### config.mk
export PLATFORM = sky130hd
export DESIGN_NAME = alu_seq_flat
export DESIGN_NICKNAME = d
export VERILOG_FILES = /design/src/rtl/alu_seq_if.sv /design/src/rtl/alu_seq.sv /design/src/flat_wrapper.sv
export SDC_FILE = /design/constraint.sdc
export NUM_CORES = 1
export LEC_CHECK = 0
export ABC_AREA = 1
export CAP_MARGIN = 20
export CELL_PAD_IN_SITES_DETAIL_PLACEMENT = 1
export CELL_PAD_IN_SITES_GLOBAL_PLACEMENT = 2
export CORE_UTILIZATION = 34
export CTS_BUF_LIST = sky130_fd_sc_hd__clkbuf_16
export DETAILED_ROUTE_END_ITERATION = 8
export DONT_BUFFER_PORTS = 1
export PLACE_DENSITY_LB_ADDON = 0.12
export REMOVE_ABC_BUFFERS = 1
export SYNTH_ARGS = -nofsm -noshare
export SYNTH_HDL_FRONTEND = slang
export SYNTH_SLANG_ARGS = --single-unit
### constraint.sdc
create_clock -name clock -period 3.45 [get_ports clock]
set_input_delay 0.345 -clock clock [delete_from_list [all_inputs] [get_ports clock]]
set_output_delay 0.345 -clock clock [all_outputs]
set_load 0.005 [all_outputs]
### src/rtl/alu_seq_if.sv
// Transaction bus for alu_seq: request side (opcode/operands with valid/ready)
// and completion side (registered result, status register, illegal pulse).
interface alu_seq_if #(
    parameter int WIDTH = 16
);
    logic             in_valid;
    logic             in_ready;
    logic [7:0]       opcode;
    logic [WIDTH-1:0] rdataA;
    logic [WIDTH-1:0] rdataB;
    logic             out_valid;
    logic [WIDTH-1:0] result;
    logic [4:0]       psrOut;
    logic             illegal;

    // Producer of transactions and consumer of results.
    modport master (
        output in_valid, opcode, rdataA, rdataB,
        input  in_ready, out_valid, result, psrOut, illegal
    );

    // The ALU itself.
    modport slave (
        input  in_valid, opcode, rdataA, rdataB,
        output in_ready, out_valid, result, psrOut, illegal
    );
endinterface

### src/rtl/alu_seq.sv
// Handshaked ALU: single-cycle logic/arithmetic ops plus an optional
// iterative shift-add unsigned multiply taking WIDTH cycles. Produces a
// registered result and a 5-bit status register {N, Z, F, L, C}.
module alu_seq #(
    parameter int WIDTH  = 16,
    parameter bit MUL_EN = 1'b1
) (
    input  logic       clock,
    input  logic       reset,
    alu_seq_if.slave   bus
);
    localparam logic [7:0] OP_AND  = 8'h01;
    localparam logic [7:0] OP_OR   = 8'h02;
    localparam logic [7:0] OP_XOR  = 8'h03;
    localparam logic [7:0] OP_ADD  = 8'h05;
    localparam logic [7:0] OP_ADDU = 8'h06;
    localparam logic [7:0] OP_SUB  = 8'h09;
    localparam logic [7:0] OP_CMP  = 8'h0B;
    localparam logic [7:0] OP_MUL  = 8'h0D;

    // Status register bit positions.
    localparam int PSR_C = 0;
    localparam int PSR_L = 1;
    localparam int PSR_F = 2;
    localparam int PSR_Z = 3;
    localparam int PSR_N = 4;

    localparam int MSB = WIDTH - 1;
    localparam int CW  = $clog2(WIDTH);

    typedef enum logic {ST_IDLE, ST_MUL} state_t;

    state_t             state, state_next;
    logic               in_ready;
    logic               accept;
    logic               is_mul;
    logic               last_iter;

    logic [WIDTH-1:0]   a_q, b_q;
    logic [2*WIDTH-1:0] acc, acc_next, addend;
    logic [CW-1:0]      cnt;

    logic [WIDTH-1:0]   result_q;
    logic [4:0]         psr_q;
    logic               out_valid_q;
    logic               illegal_q;

    logic [WIDTH-1:0]   alu_res;
    logic [4:0]         alu_psr;
    logic               alu_illegal;
    logic [WIDTH:0]     sum_ext, diff_ext;

    assign accept    = bus.in_valid && in_ready;
    assign is_mul    = MUL_EN && (bus.opcode == OP_MUL);
    assign last_iter = (cnt == CW'(WIDTH - 1));

    // State register.
    always_ff @(posedge clock) begin
        // NOTE: sequential state uses non-blocking (<=) so every register
        // samples pre-edge values regardless of statement order.
        if (reset) state <= ST_IDLE;
        else       state <= state_next;
    end

    // Next-state logic: leave IDLE on an accepted MUL, return after WIDTH iterations.
    always_comb begin
        // NOTE: default assignment first so no path leaves the output
        // unassigned, which would infer a latch.
        state_next = state;
        case (state)
            ST_IDLE: if (accept && is_mul) state_next = ST_MUL;
            ST_MUL:  if (last_iter)        state_next = ST_IDLE;
            default:                       state_next = ST_IDLE;
        endcase
    end

    // FSM outputs: only IDLE accepts new work.
    always_comb begin
        in_ready = (state == ST_IDLE);
    end

    // Single-cycle ALU; unaffected status bits and CMP's result pass through unchanged.
    always_comb begin
        sum_ext     = {1'b0, bus.rdataA} + {1'b0, bus.rdataB};
        diff_ext    = {1'b0, bus.rdataA} - {1'b0, bus.rdataB};
        alu_res     = result_q;
        alu_psr     = psr_q;
        alu_illegal = 1'b0;
        case (bus.opcode)
            OP_AND, OP_OR, OP_XOR: begin
                if (bus.opcode == OP_AND)     alu_res = bus.rdataA & bus.rdataB;
                else if (bus.opcode == OP_OR) alu_res = bus.rdataA | bus.rdataB;
                else                          alu_res = bus.rdataA ^ bus.rdataB;
                alu_psr[PSR_Z] = (alu_res == '0);
                alu_psr[PSR_N] = alu_res[MSB];
            end
            OP_ADD: begin
                alu_res        = sum_ext[MSB:0];
                alu_psr[PSR_Z] = (alu_res == '0);
                alu_psr[PSR_N] = alu_res[MSB];
                alu_psr[PSR_F] = (bus.rdataA[MSB] == bus.rdataB[MSB]) &&
                                 (alu_res[MSB] != bus.rdataA[MSB]);
            end
            OP_ADDU: begin
                alu_res        = sum_ext[MSB:0];
                alu_psr[PSR_C] = sum_ext[WIDTH];
                alu_psr[PSR_Z] = (alu_res == '0);
            end
            OP_SUB: begin
                alu_res        = diff_ext[MSB:0];
                alu_psr[PSR_C] = diff_ext[WIDTH];
                alu_psr[PSR_Z] = (alu_res == '0);
                alu_psr[PSR_N] = alu_res[MSB];
                alu_psr[PSR_F] = (bus.rdataA[MSB] != bus.rdataB[MSB]) &&
                                 (alu_res[MSB] != bus.rdataA[MSB]);
            end
            OP_CMP: begin
                alu_psr[PSR_Z] = (bus.rdataA == bus.rdataB);
                alu_psr[PSR_L] = (bus.rdataA < bus.rdataB);
                alu_psr[PSR_N] = ($signed(bus.rdataA) < $signed(bus.rdataB));
            end
            default: begin
                alu_res     = '0;
                alu_illegal = 1'b1;
            end
        endcase
    end

    // Shift-add step: add A<<cnt into the accumulator when B[cnt] is set.
    always_comb begin
        addend   = b_q[cnt] ? ({{WIDTH{1'b0}}, a_q} << cnt) : '0;
        acc_next = acc + addend;
    end

    // Datapath registers: operand capture, multiply iteration, result/status update.
    always_ff @(posedge clock) begin
        // NOTE: the multiplier registers are cleared too, so an aborted
        // multiply leaves no residue for the next one.
        if (reset) begin
            a_q         <= '0;
            b_q         <= '0;
            acc         <= '0;
            cnt         <= '0;
            result_q    <= '0;
            psr_q       <= '0;
            out_valid_q <= 1'b0;
            illegal_q   <= 1'b0;
        end else begin
            out_valid_q <= 1'b0;
            illegal_q   <= 1'b0;
            if (state == ST_IDLE) begin
                if (accept && is_mul) begin
                    a_q <= bus.rdataA;
                    b_q <= bus.rdataB;
                    acc <= '0;
                    cnt <= '0;
                end else if (accept) begin
                    result_q    <= alu_res;
                    psr_q       <= alu_psr;
                    out_valid_q <= 1'b1;
                    illegal_q   <= alu_illegal;
                end
            end else begin
                acc <= acc_next;
                cnt <= cnt + 1'b1;
                if (last_iter) begin
                    result_q       <= acc_next[MSB:0];
                    psr_q[PSR_C]   <= (acc_next[2*WIDTH-1:WIDTH] != '0);
                    psr_q[PSR_Z]   <= (acc_next[MSB:0] == '0);
                    out_valid_q    <= 1'b1;
                end
            end
        end
    end

    assign bus.in_ready  = in_ready;
    assign bus.out_valid = out_valid_q;
    assign bus.result    = result_q;
    assign bus.psrOut    = psr_q;
    assign bus.illegal   = illegal_q;
endmodule

### src/flat_wrapper.sv
// flat-port wrapper written by rule: the top's interface ports become plain ports
module alu_seq_flat 
#(
    parameter int WIDTH  = 16,
    parameter bit MUL_EN = 1'b1
)
  (clock, reset, bus_in_valid, bus_opcode, bus_rdataA, bus_rdataB, bus_in_ready, bus_out_valid, bus_result, bus_psrOut, bus_illegal);
  alu_seq_if #(.WIDTH(WIDTH)) bus_i ();
  input  logic clock;
  input  logic reset;
  input wire logic [$bits(bus_i.in_valid)-1:0] bus_in_valid;
  input wire logic [$bits(bus_i.opcode)-1:0] bus_opcode;
  input wire logic [$bits(bus_i.rdataA)-1:0] bus_rdataA;
  input wire logic [$bits(bus_i.rdataB)-1:0] bus_rdataB;
  output wire logic [$bits(bus_i.in_ready)-1:0] bus_in_ready;
  output wire logic [$bits(bus_i.out_valid)-1:0] bus_out_valid;
  output wire logic [$bits(bus_i.result)-1:0] bus_result;
  output wire logic [$bits(bus_i.psrOut)-1:0] bus_psrOut;
  output wire logic [$bits(bus_i.illegal)-1:0] bus_illegal;
  assign bus_i.in_valid = bus_in_valid;
  assign bus_i.opcode = bus_opcode;
  assign bus_i.rdataA = bus_rdataA;
  assign bus_i.rdataB = bus_rdataB;
  assign bus_in_ready = bus_i.in_ready;
  assign bus_out_valid = bus_i.out_valid;
  assign bus_result = bus_i.result;
  assign bus_psrOut = bus_i.psrOut;
  assign bus_illegal = bus_i.illegal;
  alu_seq #(.WIDTH(WIDTH), .MUL_EN(MUL_EN)) u_core (.clock(clock), .reset(reset), .bus(bus_i));
endmodule
# [Word-level counts from Yosys, hierarchy flattened]
# Cells that the tools add are included.
# Widths: inputs -> output; s select.
[op_classes] add_sub_neg=4 order_cmp=3 eq_ne=17 shift=1 n_mux=34 bitwise=6 n_reduce_logical=26
[op_table] operator="$mux 16" n=7
[op_table] operator="$mux 32" n=3
[op_table] operator="$logic_not 16->1" n=4
[op_table] operator="$pmux 16 s4" n=1
[op_table] operator="$add 32x32->32" n=1
[op_table] operator="$lt 16x16->1" n=2
[op_table] operator="$shl 16x4->32" n=1
[op_table] operator="$eq 8x4->1 const B" n=3
[op_table] operator="$reduce_and 4->1" n=6
[op_table] operator="$add 16x16->17" n=1
[op_table] operator="$sub 16x16->17" n=1
[op_table] operator="$and 16x16->16" n=1
[op_table] operator="$eq 16x16->1" n=1
[op_table] operator="$eq 8x2->1 const B" n=2
[op_table] operator="$eq 8x3->1 const B" n=2
[op_table] operator="$mux 4" n=4
[op_table] operator="$or 16x16->16" n=1
[op_table] operator="$reduce_bool 16->1" n=1
[op_table] operator="$xor 16x16->16" n=1
[op_table] operator="$mux 1" n=13
[op_table] operator="$eq 8x1->1 const B" n=1
[op_table] operator="$pmux 1 s4" n=2
[op_table] operator="$reduce_or 7->1" n=1
[op_table] operator="$pmux 1 s2" n=3
[op_table] operator="other kinds (18)" n=28
[totals] register_bits=92 input_bits=43 output_inout_bits=24 elab_cells=104

# [Longest topological paths before layout]
# Gate-level depths: netlist of run 1.
[logic_depth] ltp_word=9 depth_mapped=30 ltp_nobuf=28

# [Worst setup path before layout of run 1]
# Ideal clock, no wire load.
[synth_path] path_kind="reg-to-reg" from="reg u_core.cnt[0]" to="reg u_core.psr_q[0], in the netlist u_core.bus.psrOut[0]" arrival_ns=2.870 required_ns=3.331 path_slack_ns=0.460 stages_incl_launch_ff=25 path_buffers=3 period_less_slack_ns=2.990 cell_sequence="dfxtp_1 -> buf_2 -> buf_2 -> o21ai_0 -> nand3_1 -> nand3_1 -> nand2_1 -> buf_2 -> nand2_1 -> inv_1 -> ha_1 -> nand2_1 -> inv_1 -> nand2_1 -> nand2_1 -> a21oi_1 -> nor2_1 -> nor2_1 -> nand3_1 -> nand2_1 -> nand2_1 -> nor2_1 -> nand3_1 -> nand2_1 -> a21oi_1"
[synth_via] elab_chain_len=7 word_cells_on_any_way=11 classes_between="add/sub (1); eq/ne (2); shift (1); mux (5); reduce/logical (2)"
[synth_rtl] element="from (decl)" line="alu_seq.sv:41" source="logic [CW-1:0] cnt;"
[synth_rtl] element="from (signal assigned)" line="alu_seq.sv:165" source="cnt <= cnt + 1'b1;"
[synth_rtl] element="$bmux 1 s4" line="alu_seq.sv:131" source="addend = b_q[cnt] ? ({{WIDTH{1'b0}}, a_q} << cnt) : '0;"
[synth_rtl] element="$mux 1 (not written as such)" line="alu_seq.sv:131"
[synth_rtl] element="$mux 32" line="alu_seq.sv:131"
[synth_rtl] element="$add 32x32->32" line="alu_seq.sv:132" source="acc_next = acc + addend;"
[synth_rtl] element="$reduce_bool 16->1" line="alu_seq.sv:168" source="psr_q[PSR_C] <= (acc_next[2*WIDTH-1:WIDTH] != '0);"
[synth_rtl] element="$mux 1" line="alu_seq.sv:166" source="if (last_iter) begin"
[synth_rtl] element="$mux 1" line="alu_seq.sv:151" source="if (state == ST_IDLE) begin"
[synth_rtl] element="to (signal assigned)" line="alu_seq.sv:159" source="psr_q <= alu_psr;"
[synth_rtl] element="to (signal, indexed assignment)" line="alu_seq.sv:168"
[synth_rtl] element="to (signal, indexed assignment)" line="alu_seq.sv:169" source="psr_q[PSR_Z] <= (acc_next[MSB:0] == '0);"
[synth_rtl] element="to (decl)" line="alu_seq.sv:44" source="logic [4:0] psr_q;"
# Several ways; a longest one is shown, not always the timed one. The select of a mux whose other input is x is not followed.
# A chain may end at the register's enable or synchronous reset.

# [Worst setup path in the final report of run 1]
# Ends and elaborated chain as after synthesis.

==> reports/metrics.cfg, run 1 <==
[drt]
ant_nets = 0
wire_per_inst_um = 19.9
firstDrtPassIters = 4
viasPerCell = 5.27
drt_iter0_drc = 879
drcViolationCount = 0
drt_wl_total_mm = 45.5
vias = 12053

[global_route]
grt_pass1_vias = 11746
antenna_found_initial = 0
grt_pass1_wl_mm = 68.3
grt_start_max_net_pins = 66
grt-ovfl-total = 0
grt_usage_pct = 29.5

[cts]
cts_root_buf = clkbuf_16
clk-insertion-delay-late_ns = 0.38
clock_sinks = 92
cts_tree = done
numCtsBuffers = 9
clk_pin_slew_ns = 0.08
clk_path_buf_depth = 2
hold_buffers = 0
cts.htree.levels = 3

[logic_synthesis]
synth_fa_ha_area_share_pct = 10.8
muxShareOfSynthArea_pct = 0.0998
synth_warnings = 0
avgSynthCellArea_um2 = 5.53
synth_edf_count = 0
synth_xor_area_share_pct = 1.75
syn_inst = 1814
ys_async_sr_fraction_pct = 0
synth_compound_area_share_pct = 16.3
synth_simple_gate_area_share_pct = 38.8
synth_top_family_by_area = simple AND/OR/NAND/NOR gates
synth.distinct_cells = 38
yosysSeqAreaShare_pct = 18.4
yosys_register_bits = 92
ys.flop_type = dfxtp_1
syn_area_mm2 = 0.0100

[layout]
seqCellArea_mm2 = 0.00185
final_nets = 2025
final_common_cell = nand2_1
multi_input_area_mm2 = 0.00779
drive_gt1_share_pct = 19.9
synthToLayoutAreaGrowth_pct = 26.2
stdcell_area_mm2 = 0.0127
num-fill-cells = 3939
diodes = 0
most-common-layout-cells = nand2_1 (540), inv_1 (261), nand3_1 (136)

[floorplan]
die_h_um = 174
core_mm2 = 0.0289
initial_core_util_pct = 34.8
dieArea_mm2 = 0.0302
die_w_um = 174
io_pins = 67
row_count = 62

[power_and_ir_drop]
p_comb_share_pct = 21.0
clkPwrFrac_pct = 39.9
p_leak_nw = 6.40
vdd_drop_max_mv = 0.306
p_sw_share_pct = 35.0
internal_power_w = 0.00180
seqPwrFrac_pct = 39.2
p_switching_w = 0.000968
p_per_area_mw_per_mm2 = 218

[worst_setup_path]
ff2ff_path_depth = 24
cp-end-kind = flop
reg2reg_from = u_core.cnt[0]$_SDFFE_PP0P_
critPathArrivalTime_ns = 3.64
start_kind = flop
required_ns = 3.71
crit_path_start = u_core.cnt[0]$_SDFFE_PP0P_
criticalPathCategory = reg2reg
reg2reg_slack_ns = 0.08
cp_max_fo = 7
rr_endpoint = u_core.bus.psrOut[0]$_SDFFE_PP0P_

[placed_design]
pre_cts_slack_ns = -0.367
port_buffers = 0
hpwlAfterDp_mm = 36.4
placed_area_mm2 = 0.0111
gp_congestion = 0.929

[sta]
period_minus_slack_ns = 3.37
drv_slew = 0
max_freq_ghz = 0.296
worst_pin_slew_ns = 0.854
clock_skew_ns = 0.0203
timing.final.crit_share_pct = 97.8
setup_viol = 0
rsz0062_at_grt = yes
hold_viol = 0
timing.slew.headroom_pct = 43.0
setup_ws_ns = 0.0755

[worst_hold_path]
hold_path_end = u_core.acc[31]$_SDFFE_PP0P_
hold_class = in2reg
hold_depth = 1
hp-start = reset

[flow_run]
max_cap_violations = 0

[run_status]
status = finished clean

==> critical path: stages (launching register included) <==
cell and delay (ns):
dfxtp_4 0.42, buf_8 0.15, nand2_1 0.08, o21ai_2 0.07, buf_4 0.14, nor2_1 0.15, buf_4 0.14, nand4_1 0.19
inv_2 0.15, ha_1 0.26, nand3_1 0.11, nand3_2 0.12, nand2_1 0.09, nand2_1 0.10, buf_4 0.18, nand2_1 0.09
nand3_1 0.09, nand2_1 0.06, nand2_1 0.08, nor2_1 0.14, nand2_1 0.09, nor2_2 0.12, nand3_2 0.11, nand2_2 0.08
a21oi_2 0.06
==> cells by family after synthesis <==
| group | Yosys count |
|---|---|
| fa+ha+maj | 85 |
| compound gates | 314 |
| xor+xnor | 20 |
| simple gates | 946 |
| buf+inv | 356 |
| mux | 1 |
| flops | 92 |
==> how the worst max path moves through the flow <==
stage | endpoint | slack [ns]
global placement | u_core.bus.psrOut[0]$_SDFFE_PP0P_ | -0.31
floorplan | u_core.bus.result[0]$_SDFFE_PP0P_ | -0.51
finish | u_core.bus.psrOut[0]$_SDFFE_PP0P_ | 0.08
detailed placement | u_core.bus.psrOut[0]$_SDFFE_PP0P_ | -0.37
CTS | u_core.bus.psrOut[0]$_SDFFE_PP0P_ | 0.006
global route | u_core.bus.psrOut[0]$_SDFFE_PP0P_ | -0.14
==> layout make-up <==
class	instances	share of cell area (%)
clock buffers	9	1.78
inverters	289	8.61
well taps	384	3.79
flip-flops and latches	92	14.6
multi-input cells	1366	61.5
clock inverters	6	0.563
repair buffers	139	9.16
==> flip-flops by register name, indices dropped and copies added (netlist names) <==
register,cells
u_core.acc,32
u_core.a_q,16
u_core.bus.psrOut,5
u_core.b_q,16
u_core.bus.illegal,1
u_core.state,1
u_core.cnt,4
u_core.bus.result,16
u_core.bus.out_valid,1
==> repair_timing <==
item                       CTS  global route
setup endpoints to repair    7            18
pin swaps                   15            59
buffers inserted             3            13
gates cloned                 1             2
resized for setup           95           213
==> power by group through the flow <==
stage          Sequential, W  Clock (W)  Combinational [W]
6_report             0.00108    0.00110           0.000580
5_1_grt              0.00109    0.00114           0.000634
4_1_cts              0.00108    0.00112           0.000558
3_5_place_dp         0.00111          0           0.000555
3_3_place_gp         0.00111          0           0.000547
2_1_floorplan        0.00111          0           0.000372
==> cells in the mapped netlist (18+ instances only) <==
master	n	area [µm²]
nand2_1	597	2240
inv_1	274	1030
nand3_1	150	751
nor2_1	138	518
o21ai_0	132	661
a21oi_1	131	656
dfxtp_1	92	1840
ha_1	82	1030
clkbuf_1	36	135
buf_2	24	120
nand4_1	24	150
o21ai_1	18	90.1
==> stage by stage <==
step	cells	TNS, ns	total power, W	util (%)	hold slack (ns)
2_1_floorplan	1747	-16.62	0.00148	-	0.414
3_3_place_gp	2251	-0.736	0.00166	38.5	0.420
3_5_place_dp	2251	-0.778	0.00166	38.5	0.421
4_1_cts	2270	0	0.00276	40.7	0.00987
5_1_grt	2285	-0.311	0.00286	43.9	0.0182
6_report	2285	0	0.00277	43.9	0.0225
==> routing by layer <==
layer | wire [µm] | GRT usage, % | vias up
li1 | - | - | 5929
met1 | 23400 | 44.4 | 5817
met2 | 18800 | 43.0 | 266
met3 | 2450 | 4.87 | 41
met4 | 874 | 7.16 | 0
met5 | 0 | 0 | -
Note: power is estimated with default switching activity, not from simulation.
==> run 2, diff against run 1 <==
Settings changed: CORE_UTILIZATION 34 to 31.
Clock period 3.45 ns to 3 ns, I/O delays scaled along.
==> reports/metrics.cfg, run 2 (synthesis results as in run 1) <==
[worst_setup_path]
reg2reg_from = u_core.cnt[0]$_SDFFE_PP0P_
worst_path_most_repeated_cell = nand2_1
critPathArrivalTime_ns = 3.54  ; -0.10 ns
rr_endpoint = u_core.bus.psrOut[0]$_SDFFE_PP0P_
cp-end-kind = flop
reg2reg_slack_ns = -0.29  ; -0.36 ns
criticalPathCategory = reg2reg
crit_path_top_delay_cell = dfxtp_4
path_cells = buf_12 -> o21ai_0 -> inv_1 -> o21ai_1 -> buf_4 -> nand2_1 -> o21ai_1 -> nand2_1 -> inv_2 -> ha_4 -> nand2_4 -> inv_4 -> a21oi_4 -> buf_6 -> o21bai_1 -> nand2_1 -> nand4_1 -> nand2_1 -> nand2_1 -> nor2_1 -> nand3_1 -> nand2_1 -> a21oi_2
path_depth = 23  ; -4.2%
cp_max_fo = 11  ; +4
crit_family = simple AND/OR/NAND/NOR gates
endpoint = u_core.bus.psrOut[0]$_SDFFE_PP0P_
start_kind = flop
max_stage_delay_ns = 0.40  ; -0.02 ns
required_ns = 3.25  ; -0.46 ns
path_buf_inv = 6  ; +1
crit_path_start = u_core.cnt[0]$_SDFFE_PP0P_
ff2ff_path_depth = 23  ; -4.2%

[worst_hold_path]
hold_depth = 1  ; unchanged
hold_class = in2reg

[floorplan]
row_count = 65  ; +4.8%
die_h_um = 182  ; +4.7%
core_mm2 = 0.0317  ; +9.9%
die_w_um = 182  ; +4.7%
dieArea_mm2 = 0.0331  ; +9.6%
io_pins = 67  ; unchanged
initial_core_util_pct = 31.6  ; -3.1 points

[sta]
setup_viol = 31  ; +31
period_minus_slack_ns = 3.29  ; -0.0871 ns
hold_viol = 0  ; unchanged
clock_skew_ns = 0.0157  ; -0.00457 ns
max_freq_ghz = 0.304  ; +2.6%
timing.slew.headroom_pct = 60.4  ; +17 points
tns_ns = -2.77  ; -2.77 ns
rsz0062_at_grt = yes
drv_slew = 0  ; unchanged
worst_pin_slew_ns = 0.593  ; -0.261 ns
timing.final.crit_share_pct = 110  ; +12 points
setup_ws_ns = -0.287  ; -0.363 ns

[placed_design]
dpl.cell_count = 2327  ; +3.4%
placed_area_mm2 = 0.0116  ; +4.6%
port_buffers = 0  ; unchanged
hpwlAfterDp_mm = 37.9  ; +4.1%
gp_congestion = 0.911  ; -1.9%

[global_route]
antenna_found_initial = 0  ; unchanged
grt_usage_pct = 29.1  ; -0.47 points
grt_start_max_net_pins = 66  ; unchanged
grt-ovfl-total = 0  ; unchanged
grt_pass1_wl_mm = 73.1  ; +7.1%
grt_pass1_vias = 12757  ; +8.6%

[drt]
viasPerCell = 5.13  ; -2.8%
drt_wl_total_mm = 47.9  ; +5.4%
firstDrtPassIters = 5  ; +1
vias = 12175  ; +1.0%
drt_iter0_drc = 569  ; -35%
ant_nets = 0  ; unchanged
drcViolationCount = 0  ; unchanged
wire_per_inst_um = 20.2  ; +1.4%

[cts]
clk_pin_slew_ns = 0.07  ; about the same
clock_sinks = 92  ; unchanged
numCtsBuffers = 9  ; unchanged
clk_path_buf_depth = 2  ; unchanged
cts.htree.levels = 3  ; unchanged
cts_root_buf = clkbuf_16
clk-insertion-delay-late_ns = 0.37  ; about the same
cts_tree = done

[power_and_ir_drop]
p_comb_share_pct = 22.3  ; +1.3 points
p_sw_share_pct = 35.0  ; +0.045 points
seqPwrFrac_pct = 40.8  ; +1.6 points
p_leak_nw = 7.03  ; +9.8%
internal_power_w = 0.00198  ; +10%
power.total_w = 0.00305  ; +10%
p_per_area_mw_per_mm2 = 216  ; -1.2%
p_switching_w = 0.00107  ; +10%
clkPwrFrac_pct = 36.8  ; -3.1 points
vdd_drop_max_mv = 0.381  ; +25%

[layout]
synthToLayoutAreaGrowth_pct = 41.0
largest_reg_flops = 32  ; unchanged
most-common-layout-cells = nand2_1 (469), inv_1 (243), buf_4 (176)
num-fill-cells = 4193  ; +6.4%
stdcell_area_mm2 = 0.0141  ; +12%
diodes = 0  ; unchanged
drive_gt1_share_pct = 30.5  ; +11 points
final_core_util_pct = 44.6  ; +0.70 points
instances_no_fill = 2375  ; +3.9%
final_nets = 2097  ; +3.6%
final_common_cell = nand2_1
top_register = u_core.acc

[flow_run]
max_cap_violations = 0  ; unchanged

[run_status]
failed_checks = setup timing
status = finished, violations left

## run 2: cell types whose count changed in the layout (fill, tap and decap cells not counted), moves of 11 or more
| cell | previous run | this run |
|---|---|---|
| nand2_1 | 540 | 469 |
| o21ai_4 | 1 | 12 |
| buf_6 | 7 | 21 |
| inv_1 | 261 | 243 |
| inv_2 | 25 | 43 |
| nand2_2 | 47 | 104 |
| a21oi_2 | 13 | 33 |
| a21oi_1 | 116 | 95 |
| nand3_1 | 136 | 123 |
| buf_4 | 125 | 176 |
| nand2_4 | 13 | 28 |
## run 2: repair_timing
item | CTS | global route
hold endpoints to repair | 34 | 0
cloned | 5 | 1
endpoints found under the setup margin | 44 | 44
gates resized for setup | 379 | 142
pin swaps | 108 | 109
hold buffers | 2 | 0
setup buffers | 21 | 9
## run 2: per-layer routing
layer / track usage [%] / wire length, µm
met1: 36.6 / 21800
met2: 50.3 / 22800
met3: 5.21 / 1950
met4: 8.44 / 1370
met5: 0 / 0
## run 2: metrics by stage
step	hold WS, ns	setup slack [ns]
detailed placement	0.379	-0.701
finish	0.0326	-0.287
global placement	0.376	-0.678
floorplan	0.369	-0.916
CTS	0.0173	-0.194
global route	0.0281	-0.517
## run 2: worst min path at each step
stage	startpoint	to	slack (ns)
finish	reset	u_core.bus.illegal$_SDFF_PP0_	0.03
global route	reset	u_core.bus.illegal$_SDFF_PP0_	0.03
CTS	reset	u_core.bus.illegal$_SDFF_PP0_	0.02
detailed placement	reset	u_core.acc[31]$_SDFFE_PP0P_	0.38
global placement	reset	u_core.acc[21]$_SDFFE_PP0P_	0.38
floorplan	reset	u_core.acc[0]$_SDFFE_PP0P_	0.37
## run 2: power groups by stage
stage               logic (W)  registers (W)  clock network, W
global route         0.000755        0.00125           0.00119
detailed placement   0.000645        0.00128                 0
CTS                  0.000669        0.00125           0.00116
finish               0.000682        0.00125           0.00112
global placement     0.000641        0.00128                 0
floorplan            0.000427        0.00127                 0
## run 2: area by class of cell
| class | count | area (µm²) | share of cell area, % |
|---|---|---|---|
| Inverter | 289 | 1090 | 7.74 |
| Tap cell | 402 | 503 | 3.56 |
| Sequential cell | 92 | 1850 | 13.1 |
| Clock buffer | 9 | 225 | 1.59 |
| Clock inverter | 6 | 42.5 | 0.301 |
| Timing Repair Buffer | 210 | 1830 | 12.9 |
| Multi-Input combinational cell | 1367 | 8600 | 60.8 |
